## config.mk

```make
export PLATFORM = sky130hd
export DESIGN_NAME = write_frame_func
export DESIGN_NICKNAME = d
export VERILOG_FILES = /design/src/rtl/eth_tx_pkg.sv /design/src/rtl/payload_skid.sv /design/src/rtl/write_frame_func.sv
export SDC_FILE = /design/constraint.sdc
export NUM_CORES = 1
export LEC_CHECK = 0
export ABC_AREA = 1
export BUFFER_PORTS_ARGS = -buffer_cell sky130_fd_sc_hd__clkbuf_2
export CAP_MARGIN = 15
export CORE_MARGIN = 2
export CORE_UTILIZATION = 50
export DETAILED_ROUTE_END_ITERATION = 16
export PLACE_DENSITY = 0.74
export SYNTH_ARGS = -nofsm -noshare
export SYNTH_HDL_FRONTEND = slang
export SYNTH_SLANG_ARGS = --single-unit
```

## constraint.sdc

```tcl
create_clock -name clk -period 3.2 [get_ports clk]
set_input_delay 0.48 -clock clk [delete_from_list [all_inputs] [get_ports clk]]
set_output_delay 0.48 -clock clk [all_outputs]
set_load 0.05 [all_outputs]
```

## src/rtl/eth_tx_pkg.sv

```systemverilog
// Shared types and default widths for the Ethernet frame writer.
package eth_tx_pkg;

    localparam int unsigned DEF_DATA_WIDTH = 8;
    localparam int unsigned DEF_LEN_WIDTH  = 16;
    localparam int unsigned DEF_ADDR_WIDTH = 16;
    localparam int unsigned MAC_WIDTH      = 48;
    localparam int unsigned ETH_TYPE_WIDTH = 16;

    typedef enum logic [1:0] {
        ST_IDLE    = 2'd0,
        ST_HDR     = 2'd1,
        ST_PAYLOAD = 2'd2,
        ST_DONE    = 2'd3
    } state_e;

    typedef struct packed {
        logic [MAC_WIDTH-1:0]      dest_mac;
        logic [MAC_WIDTH-1:0]      src_mac;
        logic [ETH_TYPE_WIDTH-1:0] eth_type;
    } eth_hdr_t;

endpackage

```

## src/rtl/payload_skid.sv

```systemverilog
// Two-entry output buffer with registered outputs; emptied entries read back as zero.
module payload_skid #(
    parameter int unsigned WIDTH = 9
) (
    input  logic             clk,
    input  logic             rst,
    input  logic             push_valid,
    input  logic [WIDTH-1:0] push_data,
    input  logic             pop_ready,
    output logic             out_valid,
    output logic [WIDTH-1:0] out_data,
    output logic [1:0]       count
);

    logic [WIDTH-1:0] head_q, head_d;
    logic [WIDTH-1:0] spare_q, spare_d;
    logic [1:0]       cnt_q, cnt_d;
    logic             valid_q, valid_d;
    logic             pop;

    always_comb begin
        head_d  = head_q;
        spare_d = spare_q;
        cnt_d   = cnt_q;
        pop     = valid_q && pop_ready;
        case ({push_valid, pop})
            2'b10: begin
                if (cnt_q == 2'd0) begin
                    head_d = push_data;
                    cnt_d  = 2'd1;
                end else begin
                    spare_d = push_data;
                    cnt_d   = 2'd2;
                end
            end
            2'b01: begin
                if (cnt_q == 2'd2) begin
                    head_d  = spare_q;
                    spare_d = '0;
                    cnt_d   = 2'd1;
                end else begin
                    head_d = '0;
                    cnt_d  = 2'd0;
                end
            end
            2'b11: begin
                if (cnt_q == 2'd2) begin
                    head_d  = spare_q;
                    spare_d = push_data;
                end else begin
                    head_d = push_data;
                end
            end
            default: ;
        endcase
        valid_d = (cnt_d != 2'd0);
    end

    always_ff @(posedge clk) begin
        if (rst) begin
            head_q  <= '0;
            spare_q <= '0;
            cnt_q   <= 2'd0;
            valid_q <= 1'b0;
        end else begin
            head_q  <= head_d;
            spare_q <= spare_d;
            cnt_q   <= cnt_d;
            valid_q <= valid_d;
        end
    end

    assign out_valid = valid_q;
    assign out_data  = head_q;
    assign count     = cnt_q;

endmodule

```

## src/rtl/write_frame_func.sv

```systemverilog
// Sends one Ethernet frame: header handshake, then payload beats read from a
// one-cycle-latency memory through a skid buffer, then a completion pulse.
module write_frame_func
    import eth_tx_pkg::*;
#(
    parameter int unsigned DATA_WIDTH = DEF_DATA_WIDTH,
    parameter int unsigned LEN_WIDTH  = DEF_LEN_WIDTH,
    parameter int unsigned ADDR_WIDTH = DEF_ADDR_WIDTH
) (
    input  logic                  clk,
    input  logic                  rst,
    input  logic                  start,
    output logic                  ready,
    input  logic [47:0]           dest_mac,
    input  logic [47:0]           src_mac,
    input  logic [15:0]           eth_type,
    input  logic [LEN_WIDTH-1:0]  payload_len,
    output logic [ADDR_WIDTH-1:0] pay_raddr,
    input  logic [DATA_WIDTH-1:0] pay_rdata,
    output logic                  valid,
    output logic                  s_eth_hdr_valid,
    input  logic                  s_eth_hdr_ready,
    output logic [47:0]           s_eth_dest_mac,
    output logic [47:0]           s_eth_src_mac,
    output logic [15:0]           s_eth_type,
    output logic [DATA_WIDTH-1:0] s_eth_payload_axis_tdata,
    output logic                  s_eth_payload_axis_tvalid,
    input  logic                  s_eth_payload_axis_tready,
    output logic                  s_eth_payload_axis_tlast,
    output logic                  s_eth_payload_axis_tuser,
    input  logic                  busy
);

    localparam int unsigned SKID_WIDTH = DATA_WIDTH + 1;

    state_e                state_q, state_d;
    eth_hdr_t              hdr_q, hdr_d;
    logic [LEN_WIDTH-1:0]  len_q, len_d;
    logic [LEN_WIDTH-1:0]  rd_cnt_q, rd_cnt_d;
    logic [LEN_WIDTH-1:0]  beat_cnt_q, beat_cnt_d;
    logic                  rd_pend_q, rd_pend_d;
    logic                  rd_last_q, rd_last_d;
    logic [ADDR_WIDTH-1:0] pay_raddr_q, pay_raddr_d;
    logic                  ready_q, ready_d;
    logic                  valid_q, valid_d;
    logic                  hdr_valid_q, hdr_valid_d;

    logic                  skid_valid;
    logic [SKID_WIDTH-1:0] skid_data;
    logic [1:0]            skid_count;
    logic                  beat_xfer;
    logic                  issue;
    logic [2:0]            fill;

    payload_skid #(.WIDTH(SKID_WIDTH)) u_skid (
        .clk        (clk),
        .rst        (rst),
        .push_valid (rd_pend_q),
        .push_data  ({rd_last_q, pay_rdata}),
        .pop_ready  (s_eth_payload_axis_tready),
        .out_valid  (skid_valid),
        .out_data   (skid_data),
        .count      (skid_count)
    );

    // A read is issued only if the skid still has a free slot when its data lands.
    always_comb begin
        state_d    = state_q;
        hdr_d      = hdr_q;
        len_d      = len_q;
        rd_cnt_d   = rd_cnt_q;
        beat_cnt_d = beat_cnt_q;
        rd_pend_d  = 1'b0;
        rd_last_d  = rd_last_q;
        issue      = 1'b0;
        beat_xfer  = skid_valid && s_eth_payload_axis_tready;
        fill       = 3'(skid_count) + 3'(rd_pend_q) - 3'(beat_xfer);

        case (state_q)
            ST_IDLE: begin
                if (start && !busy) begin
                    state_d        = ST_HDR;
                    hdr_d.dest_mac = dest_mac;
                    hdr_d.src_mac  = src_mac;
                    hdr_d.eth_type = eth_type;
                    len_d          = payload_len;
                    rd_cnt_d       = '0;
                    beat_cnt_d     = '0;
                end
            end
            ST_HDR: begin
                if (s_eth_hdr_ready) begin
                    state_d = (len_q == '0) ? ST_DONE : ST_PAYLOAD;
                    issue   = (len_q != '0);
                end
            end
            ST_PAYLOAD: begin
                issue = (rd_cnt_q < len_q) && (fill <= 3'd1);
                if (beat_xfer) begin
                    beat_cnt_d = beat_cnt_q + LEN_WIDTH'(1);
                    if (beat_cnt_q == len_q - LEN_WIDTH'(1)) begin
                        state_d = ST_DONE;
                    end
                end
            end
            ST_DONE: begin
                state_d    = ST_IDLE;
                rd_cnt_d   = '0;
                beat_cnt_d = '0;
            end
            default: state_d = ST_IDLE;
        endcase

        if (issue) begin
            rd_cnt_d  = rd_cnt_q + LEN_WIDTH'(1);
            rd_pend_d = 1'b1;
            rd_last_d = (rd_cnt_q == len_q - LEN_WIDTH'(1));
        end

        // Header bus reads as zero whenever it is not being offered.
        if (state_d != ST_HDR) begin
            hdr_d = '0;
        end

        ready_d     = (state_d == ST_IDLE);
        hdr_valid_d = (state_d == ST_HDR);
        valid_d     = (state_d == ST_DONE);
        pay_raddr_d = ADDR_WIDTH'(rd_cnt_d);
    end

    always_ff @(posedge clk) begin
        if (rst) begin
            state_q     <= ST_IDLE;
            hdr_q       <= '0;
            len_q       <= '0;
            rd_cnt_q    <= '0;
            beat_cnt_q  <= '0;
            rd_pend_q   <= 1'b0;
            rd_last_q   <= 1'b0;
            pay_raddr_q <= '0;
            ready_q     <= 1'b1;
            valid_q     <= 1'b0;
            hdr_valid_q <= 1'b0;
        end else begin
            state_q     <= state_d;
            hdr_q       <= hdr_d;
            len_q       <= len_d;
            rd_cnt_q    <= rd_cnt_d;
            beat_cnt_q  <= beat_cnt_d;
            rd_pend_q   <= rd_pend_d;
            rd_last_q   <= rd_last_d;
            pay_raddr_q <= pay_raddr_d;
            ready_q     <= ready_d;
            valid_q     <= valid_d;
            hdr_valid_q <= hdr_valid_d;
        end
    end

    assign ready                     = ready_q;
    assign valid                     = valid_q;
    assign pay_raddr                 = pay_raddr_q;
    assign s_eth_hdr_valid           = hdr_valid_q;
    assign s_eth_dest_mac            = hdr_q.dest_mac;
    assign s_eth_src_mac             = hdr_q.src_mac;
    assign s_eth_type                = hdr_q.eth_type;
    assign s_eth_payload_axis_tvalid = skid_valid;
    assign s_eth_payload_axis_tdata  = skid_data[DATA_WIDTH-1:0];
    assign s_eth_payload_axis_tlast  = skid_data[DATA_WIDTH];
    assign s_eth_payload_axis_tuser  = 1'b0;

endmodule

```

## Word-level counts from Yosys, hierarchy flattened

Index checks and enable logic that the tools add are counted.

- Flip-flop bits (word level): 188
- Latch bits: 0
- RAM bits: 0
- Bits in read-only memories: 0
- Input bits: 142
- Output and inout bits: 142
- Word-level logic and storage cells: 86
- Memories kept: 0

- Add/sub/neg operators: 5
- $mul: 0
- Divide/modulo/power cells: 0
- Magnitude comparators: 2
- Equal/unequal tests: 19
- Shift operators: 0
- Mux-type cells: 25
- Bitwise logic cells: 0
- Reduce and logical (&&, ||, !) cells: 19

Operators by type and width:

| operator | count |
|---|---|
| 9-bit 2-to-1 mux | 6 |
| 9-bit case mux with 3 select lines | 2 |
| 16-bit 2-to-1 mux | 3 |
| 16-bit case mux with 3 select lines | 1 |
| 16-bit by 1-bit adder with 16-bit output, second input constant | 2 |
| 16-bit == test | 2 |
| 16-bit case mux with 2 select lines | 1 |
| 16-bit logical NOT | 1 |
| 16-bit less-than comparator | 1 |
| 16-bit nonzero test | 1 |
| 16-bit by 1-bit subtractor with 16-bit output, second input constant | 1 |
| 2-bit == test, second input constant | 6 |
| 2-bit 2-to-1 mux | 5 |
| 3-bit nonzero test | 3 |
| 2-bit by 1-bit inequality test with 1-bit output, second input constant | 4 |
| 2-bit case mux with 4 select lines | 1 |
| 2-bit by 1-bit == test with 1-bit output, second input constant | 3 |
| 2-bit logical NOT | 3 |
| 2-bit inequality test, second input constant | 3 |
| 2-bit AND reduction | 3 |
| 1-bit 2-to-1 mux | 4 |
| 2-bit case mux with 2 select lines | 1 |
| 4-bit AND reduction | 1 |
| 2-bit by 1-bit adder with 3-bit output | 1 |
| other kinds (9) | 11 |

## Depth between registers and ports, before layout

Gate-level depths: netlist (run 1).

- Depth in word-level cells: 7
- Gate-level depth with buffers: 20
- Depth with buffers taken out: 19

## Cells and area by module

From an unflattened synthesis (run 1), not the netlist that was laid out.

- Cell total of the unflattened synthesis: 1135
- Area, all modules: 9054.9 sq um

By module, submodules not included:

| module | times used | cells an instance | area each (sq um) | sequential area each (sq um) |
|---|---|---|---|---|
| write_frame_func | 1 | 941 | 7873.8 | 3343.2 |
| payload_skid | 1 | 194 | 1181.1 | 420.4 |

## Least setup slack after synthesis (run 1)

Ideal clock, no wire load.

- Kind: reg-to-reg
- From: register u_skid.valid_q, in the netlist u_skid.out_valid
- To: register pay_raddr_q[11], in the netlist pay_raddr[11]
- Library setup time: 70 ps
- Data arrival time: 2755 ps
- Data required time: 3130 ps
- Path slack: 374 ps
- Stages on the path, launching flop included: 17
- Path buffers: 1
- Clock period less this slack: 2826 ps
- Path through: dfxtp_1 > nand2_1 > inv_1 > ha_1 > inv_1 > ha_1 > inv_1 > fa_1 > xor2_1 > nor2_1 > nand4_1 > nand2_1 > nand2_1 > inv_1 > clkbuf_1 > o21ai_0 > a21oi_1

- Word-level cells in the longest chain between the ends: 7
- Elaborated cells between the ends (all ways): 9
- Classes of those cells: add/sub: 1; order compare: 1; eq/ne: 1; mux: 2; reduce/logical: 4

Ends and longest elaborated chain:

| item | line | text |
|---|---|---|
| from (decl) | payload_skid.sv:18 | `logic valid_q, valid_d;` |
| from (signal assigned) | payload_skid.sv:69 | `valid_q <= valid_d;` |
| 1-bit logical AND (*) | write_frame_func.sv:76 | `beat_xfer = skid_valid && s_eth_payload_axis_tready;` |
| 3-bit by 1-bit subtractor with 3-bit output (*) | write_frame_func.sv:77 | `fill = 3'(skid_count) + 3'(rd_pend_q) - 3'(beat_xfer);` |
| 3-bit by 1-bit less-or-equal comparator with 1-bit output (*) | write_frame_func.sv:98 | `issue = (rd_cnt_q < len_q) && (fill <= 3'd1);` |
| 1-bit logical AND (*) | write_frame_func.sv:98 |  |
| 1-bit case mux with 2 select lines (*) | write_frame_func.sv:79 | `case (state_q)` |
| 3-bit inequality test (no source line) / 3-bit nonzero test (equally long branches) | n/a |  |
| 2-bit AND reduction (no source line) | n/a |  |
| to (signal assigned) | write_frame_func.sv:152 | `pay_raddr_q <= pay_raddr_d;` |
| to (decl) | write_frame_func.sv:43 | `logic [ADDR_WIDTH-1:0] pay_raddr_q, pay_raddr_d;` |

Every way passes the cells marked *; elsewhere a longest branch is shown, timed or not.
A chain may end at the register's enable or synchronous reset.

## Worst setup path in the final report (run 1)

- From: register len_q[0]
- To: register hdr_q (netlist bit s_eth_type[11])

- Word-level cells in the longest chain between the ends: 7
- Elaborated cells between the ends (all ways): 10
- Classes of those cells: add/sub: 1; eq/ne: 2; mux: 5; reduce/logical: 2

Ends and longest elaborated chain:

| item | line | text |
|---|---|---|
| from (decl) | write_frame_func.sv:38 | `logic [LEN_WIDTH-1:0] len_q, len_d;` |
| from (signal assigned) | write_frame_func.sv:147 | `len_q <= len_d;` |
| 16-bit by 1-bit subtractor with 16-bit output | write_frame_func.sv:101 | `if (beat_cnt_q == len_q - LEN_WIDTH'(1)) begin` |
| 16-bit == test | write_frame_func.sv:101 |  |
| 2-bit 2-to-1 mux | write_frame_func.sv:101 |  |
| 2-bit 2-to-1 mux | write_frame_func.sv:99 | `if (beat_xfer) begin` |
| 2-bit case mux with 4 select lines (*) | write_frame_func.sv:79 |  |
| 2-bit by 1-bit inequality test with 1-bit output (*) | write_frame_func.sv:121 | `if (state_d != ST_HDR) begin` |
| 2-bit OR reduction (no source line) (*) | n/a |  |
| to (signal assigned) | write_frame_func.sv:146 | `hdr_q <= hdr_d;` |
| to (decl) | write_frame_func.sv:37 | `eth_hdr_t hdr_q, hdr_d;` |

Marked as above.

==> results_dict.tcl, run 1 <==
set metrics [dict create \
    status "complete, no violations" \
    synth_warnings 0 \
    grt_pass1_vias 7734 \
    fmax_mhz 349 \
    cts_buffers 17 \
    drt_iter0_drc 318 \
    syn_avg_cell_area_um2 8.82 \
    synth-seq-cells 188 \
    cts.sinks 188 \
    fin_crit_ps 2860 \
    criticalPathCategory "reg2reg" \
    synth_area_leaders "dfxtp_1 (41%), mux2i_1 (12%), nor2_4 (9.0%), nand2_1 (5.5%), nor2_1 (4.3%)" \
    ios 284 \
    initial_utilization_pct 51.1 \
    hold_violations 0 \
    antenna_left 0 \
    hold_class "in2reg" \
    antenna_found_initial 4 \
    track_usage_pct 24.6 \
    die_h_um 139 \
    layout_common_cells "clkbuf_2 (282), dfxtp_1 (188), nand2_1 (133), mux2i_1 (112), nor2_1 (104)" \
    fp.dieW_um 139 \
    drtPass1Iterations 4 \
    synth_top_cell_area_share_pct 41.0 \
    rsz0062_at_grt "false" \
    avgViaCountPerCell 5.12 \
    power_frac_seq_pct 40.4 \
    clockPowerShare_pct 34.0 \
    hold_depth 3 \
    slew_viol_final 0 \
    clkTransAtPathRegs_ps 80 \
    worstRegToRegCells 18 \
    gp_congestion 0.906 \
    drt-wirelength-per-cell_um 15.7 \
    pwr-share-comb_pct 25.7 \
    fin_nets 1494 \
    startpoint_type "flop" \
    grt_pass1_wl_mm 38.5 \
    cp-end-kind "flop" \
    dp_hpwl_mm 18.9 \
    io_buffers 282 \
    fin_tns_setup_ps 0 \
    synth_cell_type_count 46 \
    period_share_pct 89.5 \
    drc 0 \
    clock-root-buffer "clkbuf_16" \
    core_mm2 0.0180 \
    grt_max_degree 51 \
    synthArstFlopShare_pct 0 \
    clock_latency_ps 440 \
    synthCells 1040 \
    p_sw_share_pct 35.3 \
    drive_above_1_share_pct 32.5 \
    yosysSeqAreaShare_pct 41.0 \
    worst_pin_slew_ps 634 \
    final_common_cell "clkbuf_2" \
    postCtsSetupBuffers 0 \
    power.density_mw_per_mm2 540 \
    cts_htree_levels 4 \
    fill_cells 1534 \
    ir_drop_mv 0.358 \
    dieArea_mm2 0.0194 \
    overflow 0 \
    hold_buffers 0 \
    switchingPower_mw 2.20 \
    ctsResizeCount 0 \
    whs_ps 282 \
    routed_wl_mm 24.7 \
    dr_total_vias 8024 \
    worstPathRequired_ps 3560 \
    ys.flop_type "dfxtp_1" \
    slew_headroom_pct 57.6 \
    syn_to_final_growth_pct 25.9 \
    worstPathArrival_ps 3230 \
    path_max_fanout 14 \
    intPower_mw 4.04 \
    synth_edf_count 0 \
    skew_ps 16.2 \
    max-cap-violations 0 \
    synth.net_count 1213 \
    syn_area_mm2 0.00917 \
    cts_max_path_buffers 2 \
    cts_tree "built" \
    rows 49 \
    post-synth-top-area-cell "dfxtp_1" \
    setup_viol 0 \
    p_leak_nw 5.60 \
]
state kept, by name, indices dropped and copies added (netlist names), 9 cells and up:
signal and count:
beat_cnt_q 16, len_q 16, pay_raddr 16, s_eth_dest_mac 48, s_eth_src_mac 48, s_eth_type 16, u_skid.out_data 9, u_skid.spare_q 9
metal layers:
layer  track usage [%]  vias to the layer above  routed length, um
met5                 0                        -                 13
met4              11.4                        2                775
met3              7.78                       44               1720
met2              42.1                      236              12300
met1              28.0                     3719               9840
li1                  -                     4023                  -
kinds of logic (layout without fill, tap and decap cells):
group / count (synthesis) / count (layout) / share of synthesized area (%)
AOI/OAI and AO/OA: 132 / 132 / 7.99
and+or+nand+nor: 428 / 429 / 26.2
xor gates and xnor gates: 23 / 23 / 2.35
DFF: 188 / 188 / 41.0
buffers and inverters: 125 / 418 / 5.88
muxes: 112 / 112 / 12.2
adders and majority gates: 31 / 31 / 4.31
other: 1 / 5 / 0.0409
critical path: stages (launching register included):
cell	delay, ps
dfxtp_1	350
inv_2	140
ha_1	250
nand3_4	120
nor2_4	150
nand2_1	70
nand2_1	70
nand2_1	90
nand2_1	70
nand2_1	60
inv_2	40
nand2_1	40
nor2_1	110
nand3_1	120
nand2_1	90
nand2_1	50
nand2_1	180
nand3_2	510
nor2_1	260
cells in the mapped netlist (all sizes together), types with 2 or more instances:
cell type,number
xor2,20
nand2,137
nand3b,10
nand3,59
o21ai,40
nor2,181
buf,15
o21a,5
nor3,17
nor4,4
inv,82
a221oi,9
a21oi,69
clkbuf,27
dfxtp,188
a211oi,3
mux2i,112
or2,5
xnor2,2
nor3b,6
nand4,7
ha,30
power groups by stage:
stage / logic, mW / registers (mW) / clock network (mW)
floorplan: 0.926 / 2.81 / 0
global placement: 1.57 / 2.57 / 0
detailed placement: 1.59 / 2.57 / 0
CTS: 1.60 / 2.52 / 2.16
global route: 1.74 / 2.53 / 2.24
finish: 1.60 / 2.52 / 2.12
final timing paths:
| path | startpoint | to | slack [ps] |
|---|---|---|---|
| worst max-delay path | len_q[0] | s_eth_type[11] | 340 |
| worst min register to register | u_skid.spare_q[2] | u_skid.spare_q[2] | 470 |
| worst min-delay path | src_mac[12] | s_eth_src_mac[12] | 280 |
| worst max register to register | len_q[0] | s_eth_type[11] | 340 |
layout make-up:
type	count	area (um2)	area share (%)
diodes	4	10.0	0.0867
clock buffers	18	439	3.80
clock inverters	14	156	1.36
inverters	83	312	2.70
multi-input cells	728	4890	42.4
flip-flops and latches	188	3760	32.6
well taps	229	287	2.48
repair buffers	303	1680	14.6
through the flow:
step / cell area (um2) / std cells / util, % / total power [mW] / worst slack, ps
final: 11500 / 1567 / 64.3 / 6.24 / 336
after global routing: 11500 / 1566 / 64.2 / 6.50 / 57.3
after CTS: 11500 / 1562 / 64.1 / 6.27 / 206
after detailed placement: 10900 / 1530 / 60.8 / 4.16 / 219
after global placement: 10900 / 1530 / 60.8 / 4.14 / 288
after floorplan: 9170 / 1040 / - / 3.73 / 374
(Power assumes the default switching activity.)
==> run 2, diff against run 1 <==
==> constraint.sdc (replaced) <==
create_clock -name clk -period 3.2 [get_ports clk]
set_input_delay 0.64 -clock clk [delete_from_list [all_inputs] [get_ports clk]]
set_output_delay 0.64 -clock clk [all_outputs]
set_load 0.05 [all_outputs]
==> results_dict.tcl, run 2 (synthesis results as in run 1) <==
set metrics [dict create \
    dr_total_vias 7941 \
    cpMostUsedCell "nand2_1" \
    syn_to_final_growth_pct 24.9 \
    power_frac_seq_pct 40.8 \
    rsz0062_at_grt "false" \
    hold_violations 0 \
    worst_pin_slew_ps 923 \
    criticalPathCategory "reg2reg" \
    worstPathArrival_ps 3190 \
    fin_tns_setup_ps 0 \
    avgViaCountPerCell 5.09 \
    grt_pass1_wl_mm 38.4 \
    final_common_cell "clkbuf_2" \
    gp_congestion 0.893 \
    io_buffers 282 \
    clock-root-buffer "clkbuf_16" \
    layout_common_cells "clkbuf_2 (282), dfxtp_1 (188), nand2_1 (133), mux2i_1 (112), nor2_1 (104)" \
    fin_crit_ps 2900 \
    skew_ps 17.1 \
    whs_ps 451 \
    p_sw_share_pct 35.3 \
    core_mm2 0.0180 \
    status "complete, no violations" \
    hold_class "in2reg" \
    cp-end-kind "flop" \
    ir_drop_mv 0.363 \
    grt_pass1_vias 7688 \
    worstPathRequired_ps 3500 \
    pwr-share-comb_pct 24.6 \
    rows 49 \
    fmax_mhz 345 \
    max-cap-violations 0 \
    dp_hpwl_mm 18.5 \
    slowest_stage "buf_12" \
    drtPass1Iterations 7 \
    routed_wl_mm 24.1 \
    drt_iter0_drc 431 \
    path_cells "inv_2 > ha_1 > nand2_1 > nor2_2 > nand2_1 > nand2_1 > nand2_1 > nor2_1 > nor2_1 > nand3_1 > nor2_1 > nand3_1 > nand2_1 > nand2_1 > nand2_1 > nand3_4 > buf_12 > nor2_1" \
    antenna_found_initial 2 \
    overflow 0 \
    slew_viol_final 0 \
    track_usage_pct 24.4 \
    grt_max_degree 88 \
    cts_buffers 17 \
    power.density_mw_per_mm2 539 \
    cts_tree "built" \
    cts_max_path_buffers 2 \
    drc 0 \
    die_h_um 139 \
    clockPowerShare_pct 34.6 \
    intPower_mw 3.99 \
    setup_viol 0 \
    p_leak_nw 5.56 \
    drt-wirelength-per-cell_um 15.4 \
    startpoint_type "flop" \
    hold_buffers 0 \
    dieArea_mm2 0.0194 \
    clkTransAtPathRegs_ps 80 \
    ios 284 \
    fin_nets 1489 \
    postCtsSetupBuffers 0 \
    initial_utilization_pct 51.1 \
    fp.dieW_um 139 \
    cts_htree_levels 4 \
    drive_above_1_share_pct 32.3 \
    slew_headroom_pct 38.4 \
    critPathMaxStageDelay_ps 610 \
    antenna_left 0 \
    switchingPower_mw 2.18 \
    path_max_fanout 87 \
    cts.sinks 188 \
    period_share_pct 90.6 \
    ctsResizeCount 0 \
    clock_latency_ps 430 \
]
==> run 2: changes by cell type in the layout (fill, tap and decap cells not counted), sizes merged <==
cell      before  now
nand3         60   59
clkinv         7   10
buf           21   17
diode          4    1
clkinvlp       2    1
inv           88   86
==> run 2: final cells by class <==
cell class / instances / area, um2
timing repair buffer: 299 / 1590
clock inverter: 14 / 176
antenna: 1 / 2.50
inverter: 83 / 312
multi-input combinational: 727 / 4880
clock buffer: 18 / 439
tap: 229 / 287
sequential: 188 / 3760
fill: 1549 / 6510
==> run 2: final timing paths <==
check	startpoint	endpoint	slack, ps	cells after the start
max	len_q[0]	s_eth_type[0]	300	18
max reg2reg	len_q[0]	s_eth_type[0]	300	18
min	eth_type[2]	s_eth_type[2]	450	3
min reg2reg	u_skid.spare_q[5]	u_skid.spare_q[5]	470	2
==> run 2: worst max-delay path, delay by kind of cell (launching register included) <==
| kind | cells | cell delay (ps) |
|---|---|---|
| fa+ha+maj | 1 | 250 |
| buf+inv | 2 | 740 |
| simple gates | 15 | 1270 |
| flops | 1 | 340 |
==> run 2: routing by layer <==
metal	up-vias	global-route usage, %	routed length [um]
li1	4005	-	-
met1	3661	27.9	9580
met2	242	43.4	12200
met3	31	8.36	1870
met4	2	6.80	428
met5	-	0	13
==> run 2: metrics by stage <==
| stage | instance area [um2] | power, mW | util [%] | std cells | setup slack [ps] |
|---|---|---|---|---|---|
| 6_report | 11500 | 6.17 | 63.8 | 1559 | 302 |
| 3_5_place_dp | 10800 | 4.09 | 60.3 | 1526 | 138 |
| 5_1_grt | 11500 | 6.44 | 63.8 | 1559 | 39.9 |
| 3_3_place_gp | 10800 | 4.07 | 60.3 | 1526 | 257 |
| 2_1_floorplan | 9170 | 3.73 | - | 1040 | 374 |
| 4_1_cts | 11400 | 6.21 | 63.7 | 1558 | 326 |
==> run 2: power by group through the flow <==
stage,sequential (mW),clock (mW),combinational (mW)
after floorplan,2.81,0,0.926
after global placement,2.57,0,1.50
after detailed placement,2.57,0,1.52
after CTS,2.52,2.18,1.52
after global routing,2.53,2.27,1.64
final,2.52,2.13,1.52
